File: config.mk
export PLATFORM = sky130hd
export DESIGN_NAME = mem_bus_arbiter_flat
export DESIGN_NICKNAME = d
export VERILOG_FILES = /design/src/rtl/mem_bus_arbiter_if.sv /design/src/rtl/mem_bus_arbiter.sv /design/src/flat_wrapper.sv
export SDC_FILE = /design/constraint.sdc
export NUM_CORES = 1
export LEC_CHECK = 0
export BUFFER_PORTS_ARGS = -buffer_cell sky130_fd_sc_hd__buf_2
export CAP_MARGIN = 5
export CORE_ASPECT_RATIO = 0.5
export CORE_MARGIN = 1.5
export CORE_UTILIZATION = 52
export CTS_BUF_LIST = sky130_fd_sc_hd__clkbuf_2
export DETAILED_ROUTE_END_ITERATION = 12
export PLACE_DENSITY = 0.87
export SETUP_SLACK_MARGIN = 0.1
export SLEW_MARGIN = 10
export SYNTH_ARGS = -nofsm -noshare
export SYNTH_HDL_FRONTEND = slang
export SYNTH_SLANG_ARGS = --single-unit
File: constraint.sdc
create_clock -name clk_in -period 7.2 [get_ports clk_in]
set_input_delay 1.44 -clock clk_in [delete_from_list [all_inputs] [get_ports clk_in]]
set_output_delay 1.44 -clock clk_in [all_outputs]
set_load 0.005 [all_outputs]
File: src/rtl/mem_bus_arbiter_if.sv
// -----------------------------------------------------------------------------
// mem_bus_arbiter_if
// Purpose : bundles the CPU port, the LCD refresh DMA port and the external
//           memory bus pins that mem_bus_arbiter owns.
// Modports:
//   slave  - arbiter side: takes requests, drives acks/read data and the bus.
//   master - environment side: the requesters plus the memory device.
// Signals:
//   cpu_req_in/cpu_we_in/cpu_addr_in/cpu_data_in  CPU request (held until ack)
//   cpu_data_o/cpu_ack_o                           CPU read data, completion pulse
//   dma_req_in/dma_addr_in                         DMA read request (held until ack)
//   dma_data_o/dma_ack_o                           DMA read data, completion pulse
//   addr_o/oe_o/we_o                               external address, strobes (low active)
//   mem_data_o/mem_data_oe_o/mem_data_in           data_io split into out/enable/in
// -----------------------------------------------------------------------------
interface mem_bus_arbiter_if #(
    parameter int ADDR_W = 19
);
    logic              cpu_req_in;
    logic              cpu_we_in;
    logic [ADDR_W-1:0] cpu_addr_in;
    logic [15:0]       cpu_data_in;
    logic [15:0]       cpu_data_o;
    logic              cpu_ack_o;

    logic              dma_req_in;
    logic [ADDR_W-1:0] dma_addr_in;
    logic [15:0]       dma_data_o;
    logic              dma_ack_o;

    logic [ADDR_W-1:0] addr_o;
    logic              oe_o;
    logic              we_o;
    logic [15:0]       mem_data_o;
    logic              mem_data_oe_o;
    logic [15:0]       mem_data_in;

    modport slave (
        input  cpu_req_in, cpu_we_in, cpu_addr_in, cpu_data_in,
        output cpu_data_o, cpu_ack_o,
        input  dma_req_in, dma_addr_in,
        output dma_data_o, dma_ack_o,
        output addr_o, oe_o, we_o, mem_data_o, mem_data_oe_o,
        input  mem_data_in
    );

    modport master (
        output cpu_req_in, cpu_we_in, cpu_addr_in, cpu_data_in,
        input  cpu_data_o, cpu_ack_o,
        output dma_req_in, dma_addr_in,
        input  dma_data_o, dma_ack_o,
        input  addr_o, oe_o, we_o, mem_data_o, mem_data_oe_o,
        output mem_data_in
    );
endinterface

File: src/rtl/mem_bus_arbiter.sv
// -----------------------------------------------------------------------------
// mem_bus_arbiter
// Purpose : owns the external 16-bit memory bus and shares it between the CPU
//           port and the LCD refresh DMA port (DMA is read-only). Each access
//           runs IDLE -> SETUP -> ACCESS (WAIT_STATES+1 cycles) -> HOLD -> IDLE,
//           one access at a time. The top level builds the data_io tristate
//           from mem_data_o / mem_data_oe_o.
// Parameters:
//   ADDR_W       external word address width
//   WAIT_STATES  extra ACCESS cycles beyond the first (0..15)
// Ports:
//   clk_in    system clock
//   reset_in  asynchronous reset, active high (aborts any access, no ack)
//   bus       mem_bus_arbiter_if.slave (CPU port, DMA port, memory pins)
// Build option:
//   MEMARB_DMA_PRIO_EN  when defined, DMA wins every tie (fixed priority);
//                       otherwise ties alternate round robin via last grant.
// -----------------------------------------------------------------------------
module mem_bus_arbiter #(
    parameter int ADDR_W      = 19,
    parameter int WAIT_STATES = 2
) (
    input  logic                clk_in,
    input  logic                reset_in,
    mem_bus_arbiter_if.slave    bus
);

    typedef enum logic [1:0] {IDLE, SETUP, ACCESS, HOLD} state_t;

    state_t            state, state_nx;
    logic [3:0]        wait_cnt, wait_cnt_nx;

    // Transaction context latched at grant; the request inputs are ignored
    // until the arbiter is back in IDLE.
    logic              sel_dma;
    logic              we_q;
    logic [ADDR_W-1:0] addr_q;
    logic [15:0]       wdata_q;
    logic [15:0]       cpu_rdata;
    logic [15:0]       dma_rdata;

    logic              grant;
    logic              grant_dma;
    logic              last_access;

    // ---------------------------------------------------------------------
    // Arbitration
    // ---------------------------------------------------------------------
`ifdef MEMARB_DMA_PRIO_EN
    // DMA keeps the LCD fed; the CPU only gets the bus when DMA is quiet.
    assign grant_dma = bus.dma_req_in;
`else
    logic last_dma;  // 1 = the previous grant went to DMA

    // On a tie, hand the bus to whichever port did not win last time.
    assign grant_dma = bus.dma_req_in & (~bus.cpu_req_in | ~last_dma);

    always_ff @(posedge clk_in or posedge reset_in) begin
        if (reset_in)
            last_dma <= 1'b0;
        else if (state == IDLE && grant)
            last_dma <= grant_dma;
    end
`endif

    assign grant       = bus.cpu_req_in | bus.dma_req_in;
    assign last_access = (state == ACCESS) && (wait_cnt == 4'd0);

    // ---------------------------------------------------------------------
    // FSM state register
    // ---------------------------------------------------------------------
    always_ff @(posedge clk_in or posedge reset_in) begin
        if (reset_in) begin
            state    <= IDLE;
            wait_cnt <= 4'd0;
        end else begin
            state    <= state_nx;
            wait_cnt <= wait_cnt_nx;
        end
    end

    // ---------------------------------------------------------------------
    // FSM next state and bus strobes
    // ---------------------------------------------------------------------
    always_comb begin
        state_nx          = state;
        wait_cnt_nx       = wait_cnt;
        bus.oe_o          = 1'b1;
        bus.we_o          = 1'b1;
        bus.mem_data_oe_o = 1'b0;
        bus.cpu_ack_o     = 1'b0;
        bus.dma_ack_o     = 1'b0;

        case (state)
            IDLE: begin
                if (grant)
                    state_nx = SETUP;
            end
            SETUP: begin
                bus.mem_data_oe_o = we_q;
                wait_cnt_nx       = 4'(WAIT_STATES);
                state_nx          = ACCESS;
            end
            ACCESS: begin
                bus.mem_data_oe_o = we_q;
                bus.oe_o          = we_q;
                bus.we_o          = ~we_q;
                if (wait_cnt == 4'd0)
                    state_nx = HOLD;
                else
                    wait_cnt_nx = wait_cnt - 4'd1;
            end
            HOLD: begin
                // Strobes are already high; address and write data stay on
                // the bus one more cycle for hold time.
                bus.mem_data_oe_o = we_q;
                bus.cpu_ack_o     = ~sel_dma;
                bus.dma_ack_o     = sel_dma;
                state_nx          = IDLE;
            end
            default: state_nx = IDLE;
        endcase
    end

    // ---------------------------------------------------------------------
    // Datapath: latch at grant, capture read data on the last ACCESS edge
    // ---------------------------------------------------------------------
    always_ff @(posedge clk_in or posedge reset_in) begin
        if (reset_in) begin
            sel_dma   <= 1'b0;
            we_q      <= 1'b0;
            addr_q    <= '0;
            wdata_q   <= 16'h0000;
            cpu_rdata <= 16'h0000;
            dma_rdata <= 16'h0000;
        end else begin
            if (state == IDLE && grant) begin
                sel_dma <= grant_dma;
                we_q    <= ~grant_dma & bus.cpu_we_in;
                addr_q  <= grant_dma ? bus.dma_addr_in : bus.cpu_addr_in;
                if (!grant_dma && bus.cpu_we_in)
                    wdata_q <= bus.cpu_data_in;
            end
            if (last_access && !we_q) begin
                if (sel_dma)
                    dma_rdata <= bus.mem_data_in;
                else
                    cpu_rdata <= bus.mem_data_in;
            end
        end
    end

    // Address and data registers are not cleared in IDLE, so the bus keeps
    // its last value between accesses.
    assign bus.addr_o     = addr_q;
    assign bus.mem_data_o = wdata_q;
    assign bus.cpu_data_o = cpu_rdata;
    assign bus.dma_data_o = dma_rdata;

endmodule

File: src/flat_wrapper.sv
// flat-port wrapper written by rule: the top's interface ports become plain ports
module mem_bus_arbiter_flat 
#(
    parameter int ADDR_W      = 19,
    parameter int WAIT_STATES = 2
)
  (clk_in, reset_in, bus_cpu_req_in, bus_cpu_we_in, bus_cpu_addr_in, bus_cpu_data_in, bus_cpu_data_o, bus_cpu_ack_o, bus_dma_req_in, bus_dma_addr_in, bus_dma_data_o, bus_dma_ack_o, bus_addr_o, bus_oe_o, bus_we_o, bus_mem_data_o, bus_mem_data_oe_o, bus_mem_data_in);
  mem_bus_arbiter_if #(.ADDR_W(ADDR_W)) bus_i ();
  input  logic clk_in;
  input  logic reset_in;
  input wire logic [$bits(bus_i.cpu_req_in)-1:0] bus_cpu_req_in;
  input wire logic [$bits(bus_i.cpu_we_in)-1:0] bus_cpu_we_in;
  input wire logic [$bits(bus_i.cpu_addr_in)-1:0] bus_cpu_addr_in;
  input wire logic [$bits(bus_i.cpu_data_in)-1:0] bus_cpu_data_in;
  output wire logic [$bits(bus_i.cpu_data_o)-1:0] bus_cpu_data_o;
  output wire logic [$bits(bus_i.cpu_ack_o)-1:0] bus_cpu_ack_o;
  input wire logic [$bits(bus_i.dma_req_in)-1:0] bus_dma_req_in;
  input wire logic [$bits(bus_i.dma_addr_in)-1:0] bus_dma_addr_in;
  output wire logic [$bits(bus_i.dma_data_o)-1:0] bus_dma_data_o;
  output wire logic [$bits(bus_i.dma_ack_o)-1:0] bus_dma_ack_o;
  output wire logic [$bits(bus_i.addr_o)-1:0] bus_addr_o;
  output wire logic [$bits(bus_i.oe_o)-1:0] bus_oe_o;
  output wire logic [$bits(bus_i.we_o)-1:0] bus_we_o;
  output wire logic [$bits(bus_i.mem_data_o)-1:0] bus_mem_data_o;
  output wire logic [$bits(bus_i.mem_data_oe_o)-1:0] bus_mem_data_oe_o;
  input wire logic [$bits(bus_i.mem_data_in)-1:0] bus_mem_data_in;
  assign bus_i.cpu_req_in = bus_cpu_req_in;
  assign bus_i.cpu_we_in = bus_cpu_we_in;
  assign bus_i.cpu_addr_in = bus_cpu_addr_in;
  assign bus_i.cpu_data_in = bus_cpu_data_in;
  assign bus_cpu_data_o = bus_i.cpu_data_o;
  assign bus_cpu_ack_o = bus_i.cpu_ack_o;
  assign bus_i.dma_req_in = bus_dma_req_in;
  assign bus_i.dma_addr_in = bus_dma_addr_in;
  assign bus_dma_data_o = bus_i.dma_data_o;
  assign bus_dma_ack_o = bus_i.dma_ack_o;
  assign bus_addr_o = bus_i.addr_o;
  assign bus_oe_o = bus_i.oe_o;
  assign bus_we_o = bus_i.we_o;
  assign bus_mem_data_o = bus_i.mem_data_o;
  assign bus_mem_data_oe_o = bus_i.mem_data_oe_o;
  assign bus_i.mem_data_in = bus_mem_data_in;
  mem_bus_arbiter #(.ADDR_W(ADDR_W), .WAIT_STATES(WAIT_STATES)) u_core (.clk_in(clk_in), .reset_in(reset_in), .bus(bus_i));
endmodule
# Yosys cells after proc, flatten, opt, wreduce, memory -nomap -nowiden
# Cells that the tools add are included.
# op_classes
eq_ne,6
reduce_logical,15
n_mux,11
bitwise,8
n_addsub,1
# ops
operator,count
$mux W19,1
$reduce_and A2 Y1,5
$pmux W2 S4,1
$pmux W4 S2,1
$mux W1,5
$eq A2 B2 Y1 const B,2
$logic_and A1 B1 Y1,4
$logic_not A4 Y1,1
$mux W2,2
$mux W4,1
$ne A2 B2 Y1 const B,2
$not A1 Y1,4
$sub A4 B1 Y4 const B,1
$reduce_or A3 Y1,1
$and A1 B1 Y1,2
$eq A2 B1 Y1 const B,1
$logic_not A1 Y1,2
$logic_not A2 Y1,1
$ne A2 B1 Y1 const B,1
$or A1 B1 Y1,2
$reduce_bool A2 Y1,1
# totals
word_cells,49
register_bits,75
inputBits,75
out_inout_bits,72

# Longest topological paths before layout
# depth
ltp_word,6
depth_mapped,7

# Least setup slack after synthesis
# Ideal clock, no wire load.
# synth_path
path_type,input -> register
start,input port bus_cpu_we_in
end,"register u_core.wdata_q[1], in the netlist u_core.bus.mem_data_o[1]"
slack_ps,4803
t_arrival_ps,2272
cell_stages,4
setup_ps,125
required_ps,7075
cell_sequence,nand3_1 a21oi_4 buf_6 mux2_2
# synth_between
elab_chain_len,2
# synth_rtl
element,line_no,rtl
start: declaration,flat_wrapper.sv:12,input wire logic [$bits(bus_i.cpu_we_in)-1:0] bus_cpu_we_in;
$logic_and A1 B1 Y1,mem_bus_arbiter.sv:141,if (!grant_dma && bus.cpu_we_in)
$reduce_and A2 Y1 (no source line),-,
end signal: assignment,mem_bus_arbiter.sv:142,wdata_q <= bus.cpu_data_in;
end: declaration,mem_bus_arbiter.sv:38,logic [15:0] wdata_q;
# No other way between the ends.
# A chain may end at the register's enable or synchronous reset.

# Worst setup path after layout
# layout_path
start,register u_core.state[0]
end,output port bus_we_o
# layout_between
elab_chain_len,2
# layout_rtl
element,line_no,rtl
start: declaration,mem_bus_arbiter.sv:30,"state_t state, state_nx;"
start signal: assignment,mem_bus_arbiter.sv:77,state <= state_nx;
$eq A2 B2 Y1,mem_bus_arbiter.sv:94,case (state)
$mux W1,mem_bus_arbiter.sv:94,
end: declaration,flat_wrapper.sv:23,output wire logic [$bits(bus_i.we_o)-1:0] bus_we_o;
# No other way between the ends.

==> run metrics <==
Post-CTS Setup Repair Bufs 0; setup slack, reg-to-reg between 5000 and 6000 ps; PwrDens roughly 400 mW/mm2; hpwl dp 5.21 mm; Area Growth Syn to Fin 25.7%; CTS sink cnt 75; switching power ~550 uW; post-synth top area share a little under three fifths; cell taking the most area after synthesis dfrtp_1; die width 116 um; Mapped Area ~0.0033 mm2; n_diodes 0; Tot Pwr ~1.6 mW; layout cells sized above 1 around 56%; CTS tree built; startpoint types flop; Final setup viols 0; sequential element share of the synthesized area between 50 and 60%; fmax approximately 320 MHz; CP Capture Type output pin; Syn Inst Count between 200 and 250; yosys warns 0; CP Capture Point bus_we_o; Routed Wire Length ~7 mm; FF/Latch Area approximately 0.0019 mm2; post-cts resize count 0; arrival time at the worst endpoint approximately 1600 ps; CTS max path bufs 2; Critical Path Start u_core.state[0]; syn nets 316; crit share post-route 42.8%; IO buf count approximately 150; DIE HEIGHT 59.3 um; Fillers 470; Hold Vio Cnt, Final 0; initial DRC count between 90 and 100; DR DRC count 0; DIE AREA 0.00684 mm2; routability-driven placement congestion ratio roughly 0.78; Final Hold Slack between 400 and 500 ps; Reg clk slew, reported paths 170 ps; Pins Over Slew Limit 0; Max Cap Viol 0; nets@finish around 470; Yosys reg bits between 70 and 80; hold buffers post-CTS 0; Peak VDD IR roughly 180 uV; CP max FO 10; Slew @ Worst Pin between 1000 and 1500 ps; Cell Int Power between 1 and 1.5 mW; Sequential Power Share 46.8%; DRT Pass-1 Iters 4; setup TNS 0 ps; clk_lat worst skew roughly 530 ps; Leakage Power between 2 and 2.5 nW; GRT Total Usage about a fifth; grt total ovfl 0; TritonCTS buffer count 9; Detail Route Antenna Nets 0; Sw Ratio about a third; initial antenna violation count 0; vias about 2400; Rows 20; largest net degree at the start of global routing between 70 and 80; Reg2Reg Depth 5; syn avg cell area 14.0 um2; multi-input logic area 0.00131 mm2; H-tree levels 3; number of global-route vias before repair between 2000 and 2500; Distinct cells, synth 33; Avg WL per Cell about 14 um; CP Data Required Time roughly 5800 ps; Avg Vias per Cell 4.95; IO Pins around 150; Clock power frac about 11%; worst setup path class reg -> out; Tmin final just over 3000 ps; Comb pwr share about two fifths; worst clock skew about 22 ps; initial core utilization a little over half; R2R Path Start u_core.state[0]; first-pass GRT wire length around 11 mm; RR Endpoint u_core.bus.mem_data_o[1]; unrepaired setup endpoints after global routing no; status finished, final reports clean; synth top area cells dfrtp_1 (57%), mux2_4 (9.1%), mux2_2 (8.6%); Hold Crit Class reg -> reg; slew margin rel. roughly a quarter; clk root buf clkbuf_2; Core Area 0.00608 mm2
-- cells in the final DEF (no fill, tap or decap), types with 6 or more instances in the layout --
cell	instances
o21ai_0	18
buf_2	146
mux2_4	20
mux2i_1	21
mux2_2	25
ha_1	6
dfrtp_1	75
nand2_1	24
clkbuf_2	11
-- power groups by stage --
stage                     clock network (mW)  logic (mW)  registers (mW)
final                                  0.182       0.673           0.752
after global routing                   0.207       0.748           0.778
after CTS                              0.188       0.685           0.754
after detailed placement                   0       0.684           0.763
after global placement                     0       0.647           0.748
after floorplan                            0       0.390           0.766
-- flip-flops by register name (all words and copies together), names as in the netlist --
register               count
u_core.we_q                1
u_core.state               2
u_core.bus.cpu_data_o     16
u_core.bus.mem_data_o     16
u_core.bus.addr_o         19
u_core.wait_cnt            4
u_core.bus.dma_data_o     16
u_core.sel_dma             1
-- critical path, stage by stage (launching register included) --
cell and delay, ps:
dfrtp_1 450, inv_1 120, ha_1 350, nand2_1 90, buf_2 130
-- routing by layer --
| layer | GRT usage (%) | vias to the layer above | part of all wire [%] |
|---|---|---|---|
| li1 | - | 1119 | - |
| met1 | 21.9 | 1156 | 39 |
| met2 | 39.6 | 64 | 54 |
| met3 | 6.44 | 18 | 4.6 |
| met4 | 10.2 | 0 | 2.6 |
| met5 | 0 | - | 0 |
-- worst min-delay path by stage --
stage	slack [ps]	start	to	cells after the start
after floorplan	470	u_core.wait_cnt[0]	u_core.wait_cnt[0]	1
after global placement	460	u_core.bus.addr_o[4]	u_core.bus.addr_o[4]	2
after detailed placement	470	u_core.bus.addr_o[14]	u_core.bus.addr_o[14]	2
after CTS	510	u_core.bus.addr_o[14]	u_core.bus.addr_o[14]	2
after global routing	540	u_core.bus.addr_o[15]	u_core.bus.addr_o[15]	2
final	500	u_core.bus.addr_o[4]	u_core.bus.addr_o[4]	2
-- synthesized netlist by cell type, drive strengths merged --
master	instances
a21boi	1
a21o	1
a21oi	2
a22oi	1
a31oi	2
a32o	1
and2	1
and3	1
and3b	1
buf	8
clkbuf	2
dfrtp	75
ha	6
inv	6
mux2	49
mux2i	21
nand2	24
nand2b	2
nand3	4
nor2	2
nor2b	2
nor3	1
o21ai	20
o22a	1
or3b	1
-- layout make-up --
cell class / instances / share of cell area, %
clock buffers: 11 / 1.33
clock inverters: 4 / 0.454
inverters: 6 / 0.545
multi-input cells: 144 / 31.6
flip-flops and latches: 75 / 45.4
well taps: 88 / 2.66
repair buffers: 148 / 18.0
-- cell families after synthesis --
group	after synthesis	share of synthesized area [%]
adder cells (fa/ha/maj)	6	2.28
multiplexers	70	25.4
AND/OR/NAND/NOR	39	6.27
flip-flops	75	57.0
buffers and inverters	16	3.38
AO/OA/AOI/OAI	29	5.59
-- through the flow --
stage | cells | setup WS, ps | cell area [um2] | utilization (%)
6_report | 476 | 4120 | 4140 | 68.0
3_3_place_gp | 461 | 4400 | 4060 | 66.8
2_1_floorplan | 235 | 3850 | 3290 | -
5_1_grt | 476 | 3960 | 4140 | 68.0
4_1_cts | 476 | 4060 | 4140 | 68.0
3_5_place_dp | 461 | 4240 | 4060 | 66.8
No activity file was read; power rests on OpenSTA's default activity.
